File: src/rtl/alu_share_ctrl.sv
// alu_share_ctrl
//   Shares one combinational ALU between two requesters. Requests are
//   round-robin arbitrated and accepted with a valid/ready handshake. The
//   winning operands are held on the ALU for ALU_LAT cycles. The result and
//   carry are then captured and returned to the winner with a valid/ready
//   response handshake. Only one operation is in flight at a time.
//
// Ports
//   clk, rst                       clock, synchronous active-high reset
//   reqK_valid/a/b/sel, reqK_ready request channel of port K (K = 0, 1)
//   rspK_valid/data/carry, rspK_ready response channel of port K
//   alu_a, alu_b, alu_sel          operand/select lines to the shared ALU
//   alu_result, alu_carry          ALU outputs, captured after settling
//   busy                           high whenever an operation is in flight
//   ops_done                       wrapping count of completed responses
module alu_share_ctrl #(
    parameter int WIDTH   = 8,
    parameter int SEL_W   = 4,
    parameter int ALU_LAT = 1,
    parameter int CNT_W   = 16
) (
    input  logic             clk,
    input  logic             rst,
    input  logic             req0_valid,
    input  logic [WIDTH-1:0] req0_a,
    input  logic [WIDTH-1:0] req0_b,
    input  logic [SEL_W-1:0] req0_sel,
    output logic             req0_ready,
    input  logic             req1_valid,
    input  logic [WIDTH-1:0] req1_a,
    input  logic [WIDTH-1:0] req1_b,
    input  logic [SEL_W-1:0] req1_sel,
    output logic             req1_ready,
    output logic             rsp0_valid,
    output logic [WIDTH-1:0] rsp0_data,
    output logic             rsp0_carry,
    input  logic             rsp0_ready,
    output logic             rsp1_valid,
    output logic [WIDTH-1:0] rsp1_data,
    output logic             rsp1_carry,
    input  logic             rsp1_ready,
    output logic [WIDTH-1:0] alu_a,
    output logic [WIDTH-1:0] alu_b,
    output logic [SEL_W-1:0] alu_sel,
    input  logic [WIDTH-1:0] alu_result,
    input  logic             alu_carry,
    output logic             busy,
    output logic [CNT_W-1:0] ops_done
);

    // The counter only ever holds ALU_LAT-1 down to 0.
    localparam int LAT_W = (ALU_LAT > 1) ? $clog2(ALU_LAT) : 1;
    localparam logic [LAT_W-1:0] LAT_LOAD = LAT_W'(ALU_LAT - 1);

    typedef enum logic [1:0] {
        ST_IDLE  = 2'd0,
        ST_DRIVE = 2'd1,
        ST_RESP  = 2'd2
    } state_t;

    state_t state_reg, state_next;

    // Per-port views of the request/response channels, indexed by port id.
    logic [1:0]       req_valid_vec;
    logic [1:0]       rsp_ready_vec;
    logic [WIDTH-1:0] req_a_arr   [2];
    logic [WIDTH-1:0] req_b_arr   [2];
    logic [SEL_W-1:0] req_sel_arr [2];
    logic [1:0]       req_ready_vec;
    logic [1:0]       rsp_valid_vec;
    logic [WIDTH-1:0] rsp_data_reg  [2];
    logic             rsp_carry_reg [2];

    logic [WIDTH-1:0] a_reg, b_reg;
    logic [SEL_W-1:0] sel_reg;
    logic             id_reg;
    logic             ptr_reg;
    logic [LAT_W-1:0] cnt_reg;
    logic [CNT_W-1:0] ops_done_reg;

    logic [1:0] grant;
    logic       grant_id;
    logic       accept;
    logic       capture;
    logic       rsp_done;

    assign req_valid_vec  = {req1_valid, req0_valid};
    assign rsp_ready_vec  = {rsp1_ready, rsp0_ready};
    assign req_a_arr[0]   = req0_a;
    assign req_a_arr[1]   = req1_a;
    assign req_b_arr[0]   = req0_b;
    assign req_b_arr[1]   = req1_b;
    assign req_sel_arr[0] = req0_sel;
    assign req_sel_arr[1] = req1_sel;

    // Round robin: the pointer only breaks ties. A lone requester always wins.
    always_comb begin
        grant = req_valid_vec;
        if (req_valid_vec == 2'b11) begin
            grant = ptr_reg ? 2'b10 : 2'b01;
        end
    end

    assign grant_id = grant[1];

    // State register
    always_ff @(posedge clk) begin
        if (rst) begin
            state_reg <= ST_IDLE;
        end else begin
            state_reg <= state_next;
        end
    end

    // Next-state and control strobes
    always_comb begin
        state_next = state_reg;
        accept     = 1'b0;
        capture    = 1'b0;
        rsp_done   = 1'b0;
        case (state_reg)
            ST_IDLE: begin
                // ready mirrors the grant in IDLE, so any grant is a handshake
                if (|grant) begin
                    accept     = 1'b1;
                    state_next = ST_DRIVE;
                end
            end
            ST_DRIVE: begin
                if (cnt_reg == '0) begin
                    capture    = 1'b1;
                    state_next = ST_RESP;
                end
            end
            ST_RESP: begin
                if (rsp_ready_vec[id_reg]) begin
                    rsp_done   = 1'b1;
                    state_next = ST_IDLE;
                end
            end
            default: state_next = ST_IDLE;
        endcase
    end

    // Operand latch, settle counter, arbitration pointer, completion counter
    always_ff @(posedge clk) begin
        if (rst) begin
            a_reg        <= '0;
            b_reg        <= '0;
            sel_reg      <= '0;
            id_reg       <= 1'b0;
            ptr_reg      <= 1'b0;
            cnt_reg      <= '0;
            ops_done_reg <= '0;
        end else begin
            if (accept) begin
                a_reg   <= req_a_arr[grant_id];
                b_reg   <= req_b_arr[grant_id];
                sel_reg <= req_sel_arr[grant_id];
                id_reg  <= grant_id;
                cnt_reg <= LAT_LOAD;
            end else if (state_reg == ST_DRIVE && cnt_reg != '0) begin
                cnt_reg <= cnt_reg - 1'b1;
            end
            if (rsp_done) begin
                ops_done_reg <= ops_done_reg + 1'b1;
                ptr_reg      <= ~id_reg;
            end
        end
    end

    // Per-port response registers and handshake outputs
    for (genvar gi = 0; gi < 2; gi++) begin : g_port
        always_ff @(posedge clk) begin
            if (rst) begin
                rsp_data_reg[gi]  <= '0;
                rsp_carry_reg[gi] <= 1'b0;
            end else if (capture && id_reg == 1'(gi)) begin
                rsp_data_reg[gi]  <= alu_result;
                rsp_carry_reg[gi] <= alu_carry;
            end
        end

        assign req_ready_vec[gi] = (state_reg == ST_IDLE) && grant[gi];
        assign rsp_valid_vec[gi] = (state_reg == ST_RESP) && (id_reg == 1'(gi));
    end

    assign req0_ready = req_ready_vec[0];
    assign req1_ready = req_ready_vec[1];
    assign rsp0_valid = rsp_valid_vec[0];
    assign rsp1_valid = rsp_valid_vec[1];
    assign rsp0_data  = rsp_data_reg[0];
    assign rsp1_data  = rsp_data_reg[1];
    assign rsp0_carry = rsp_carry_reg[0];
    assign rsp1_carry = rsp_carry_reg[1];

    // ALU lines carry the latched operation only while it is settling.
    assign alu_a   = (state_reg == ST_DRIVE) ? a_reg   : '0;
    assign alu_b   = (state_reg == ST_DRIVE) ? b_reg   : '0;
    assign alu_sel = (state_reg == ST_DRIVE) ? sel_reg : '0;

    assign busy     = (state_reg != ST_IDLE);
    assign ops_done = ops_done_reg;

endmodule

File: config.mk
export PLATFORM = sky130hd
export DESIGN_NAME = alu_share_ctrl
export DESIGN_NICKNAME = d
export VERILOG_FILES = /design/src/rtl/alu_share_ctrl.sv
export SDC_FILE = /design/constraint.sdc
export NUM_CORES = 1
export LEC_CHECK = 0
export ABC_CLOCK_PERIOD_IN_PS = 2800
export CAP_MARGIN = 20
export CORE_MARGIN = 4
export CORE_UTILIZATION = 31
export CTS_CLUSTER_SIZE = 14
export DETAILED_ROUTE_END_ITERATION = 16
export MAX_ROUTING_LAYER = met4
export PLACE_DENSITY = 0.71
export SLEW_MARGIN = 10
export SYNTH_ARGS = -nofsm -noshare
export SYNTH_HDL_FRONTEND = slang
export SYNTH_SLANG_ARGS = --single-unit
export TNS_END_PERCENT = 20
File: constraint.sdc
create_clock -name clk -period 2.8 [get_ports clk]
set_clock_uncertainty 0.05 [all_clocks]
set_input_delay 0.56 -clock clk [delete_from_list [all_inputs] [get_ports clk]]
set_output_delay 0.56 -clock clk [all_outputs]
set_load 0.02 [all_outputs]
==> results.cfg <==
[cells_and_area]
diodes = 0
nets = 440
syn2layout_area_growth_pct = 53.7
drive_gt1_share_pct = 6.94
fillers = 793

[min_path]
hp-class = reg2reg
whs_endpoint = ops_done[13]
hold_path_depth = 2
hp-start = ops_done[13]

[global_routing]
antenna_found_initial = 0
grt_max_degree = 43
grt_pass1_vias = 2301
overflow = 0
grt_util_all_layers_pct = 13.9
grt_pass1_wl_mm = 10.8

[floorplan]
die_y_um = 101
fp.coreArea_um2 = 8260
rows = 33
io_pins = 114
start_util_pct = 32.2
die_x_um = 101
dieArea_um2 = 10100

[power]
p_per_area_nw_per_um2 = 500
vdd_ir_drop_max_mv = 0.169
power.leakage_nw = 1.59

[yosys]
synth_compound_area_share_pct = 10.8
yosys.area_share.xor_xnor_pct = 2.97
yosysSeqAreaShare_pct = 51.3
ys_types = 37
synth_top_family_by_area = simple AND/OR/NAND/NOR gates
synthCells = 270
synthArstFlopShare_pct = 0
yosys.area_share.simple_pct = 22.9
synthAdderAreaFrac_pct = 0.471
synth_area_um2 = 2660
ys_warn_count = 0
syn_nets = 326
ys.flop_type = dfxtp_1
avgSynthCellArea_um2 = 9.83
synth_edf_count = 18
synthMuxAreaShare_pct = 7.92
ys_ff_latch = 59

[clocking]
h-tree-depth = 3
cts_hold_buffers = 0
clock_path_buffers = 2
cts.clk_slew.worst_paths_ns = 0.07
cts_sinks = 59
numCtsBuffers = 9
clk_latency_ns = 0.33
cts_tree = yes
root_buffer = clkbuf_8

[sta]
rsz0062_at_grt = no
fin_crit_ns = 2.58
tns_ns = 0
worst_slew_pin_slew_ns = 0.611
relSlewSlack_pct = 58.9
min_period_over_period_pct = 92.0
setup_viol = 0
hold-worst-slack_ns = 0.443
fmaxAchievable_ghz = 0.388
slew_violations = 0
hold_violations = 0

[status]
status = finished clean

[worst_setup_path]
path_class = in2out
cp.required_ns = 2.19
rrSetupSlack_ns = 0.72
timing.rr.end = ops_done[13]
cp.arrival_ns = 1.97
crit_path_max_fanout = 2
rr_worst_depth = 4
cp-end-kind = output pin
rr_startpoint = state_reg[1]
worst_setup_path_start_kind = input port

[place]
place_congestion = 0.800
io_buffers = 113
dp.final_hpwl_mm = 5.06

[detailed_routing]
antenna_left = 0
firstDrtPassIters = 5
routed_via_density = 4.77
drt-wirelength-per-cell_um = 13.9
num_vias = 2355
drtIter0Drc = 53
drt_wl_total_mm = 6.87
drc = 0

[job]
max_cap_violations = 0
-- layout make-up --
| class | instances | area, µm² | area share [%] |
|---|---|---|---|
| inverters | 6 | 22.5 | 0.552 |
| flip-flops and latches | 59 | 1360 | 33.4 |
| well taps | 105 | 131 | 3.22 |
| repair buffers | 121 | 1190 | 29.2 |
| multi-input cells | 187 | 1200 | 29.5 |
| clock inverters | 5 | 28.8 | 0.705 |
| clock buffers | 11 | 141 | 3.47 |
-- report_power, final --
part           total, mW  internal [mW]  switching (mW)
registers          0.970          0.941          0.0285
clock network      0.676          0.341           0.335
logic              0.393          0.202           0.191
total               2.04           1.48           0.555
-- timing repair --
| item | CTS | global route |
|---|---|---|
| setup endpoints to repair | 1 | 1 |
| gates resized for setup | 2 | 1 |
| buffers inserted | 0 | 0 |
-- routing by layer --
layer | up-vias | GRT usage [%] | part of all wire [%]
met5 | - | - | 0
met4 | 0 | 4.87 | 0.80
met3 | 6 | 3.53 | 8.7
met2 | 91 | 22.5 | 47
met1 | 1084 | 16.9 | 44
li1 | 1174 | - | -
-- kinds of logic (layout without fill, tap and decap cells) --
group                      count (synthesis)  after routing
adders and majority gates                  1              1
buffers and inverters                     24            143
DFF                                       59             59
AOI/OAI and AO/OA                         42             42
xor gates and xnor gates                   9              9
muxes                                     21             21
and+or+nand+nor                          114            114
-- synthesized netlist by cell type (all sizes together), types with 2 or more instances --
cell / count / area [µm²]
dfxtp: 41 / 821
and2: 39 / 244
nor2: 38 / 143
a211oi: 21 / 158
mux2i: 21 / 210
edfxtp: 18 / 541
clkbuf: 13 / 48.8
a21oi: 9 / 45.0
nand2: 8 / 30.0
xnor2: 7 / 61.3
inv: 6 / 22.5
buf: 5 / 25.0
nor4: 4 / 25.0
o21ai: 4 / 20.0
nand2b: 3 / 18.8
nand4: 3 / 18.8
nor4b: 3 / 26.3
a31o: 2 / 17.5
and3: 2 / 12.5
nand3: 2 / 10.0
nor2b: 2 / 12.5
nor3: 2 / 10.0
o21a: 2 / 15.0
o31ai: 2 / 15.0
or3: 2 / 12.5
or4: 2 / 15.0
xor2: 2 / 17.5
-- worst max path at each step --
stage / startpoint / end / cells past startpoint
floorplan: req0_valid / req0_ready / 2
global placement: req0_valid / req0_ready / 4
detailed placement: req0_valid / req0_ready / 4
CTS: req1_valid / req1_ready / 5
global route: req0_valid / req0_ready / 4
finish: req0_valid / req0_ready / 4
-- per-stage QoR --
step | power (mW) | setup WS, ns | instances | util (%) | cell area, µm²
3_3_place_gp | 1.38 | -0.0196 | 478 | 47.3 | 3910
5_1_grt | 2.15 | 0.0893 | 494 | 49.4 | 4080
3_5_place_dp | 1.39 | -0.171 | 478 | 47.3 | 3910
4_1_cts | 2.07 | 0.0447 | 494 | 49.4 | 4080
2_1_floorplan | 1.18 | 0.414 | 270 | - | 2660
6_report | 2.04 | 0.223 | 494 | 49.4 | 4080
-- critical path: stages --
cell and delay [ns]:
clkdlybuf4s50_1 0.48, inv_1 0.07, a2111oi_1 0.46, dlygate4sd2_1 0.40
-- layout by cell type (no fill, tap or decap), drive strengths merged, types with 3 or more instances in the layout --
| master | synthesis | routed |
|---|---|---|
| a211oi | 21 | 21 |
| a21oi | 9 | 9 |
| and2 | 39 | 39 |
| buf | 5 | 8 |
| clkbuf | 13 | 11 |
| clkdlybuf4s50 | 0 | 111 |
| clkinv | 0 | 3 |
| dfxtp | 41 | 41 |
| edfxtp | 18 | 18 |
| inv | 6 | 7 |
| mux2i | 21 | 21 |
| nand2 | 8 | 8 |
| nand2b | 3 | 3 |
| nand4 | 3 | 3 |
| nor2 | 38 | 38 |
| nor4 | 4 | 4 |
| nor4b | 3 | 3 |
| o21ai | 4 | 4 |
| xnor2 | 7 | 7 |
(Power assumes the default switching activity.)
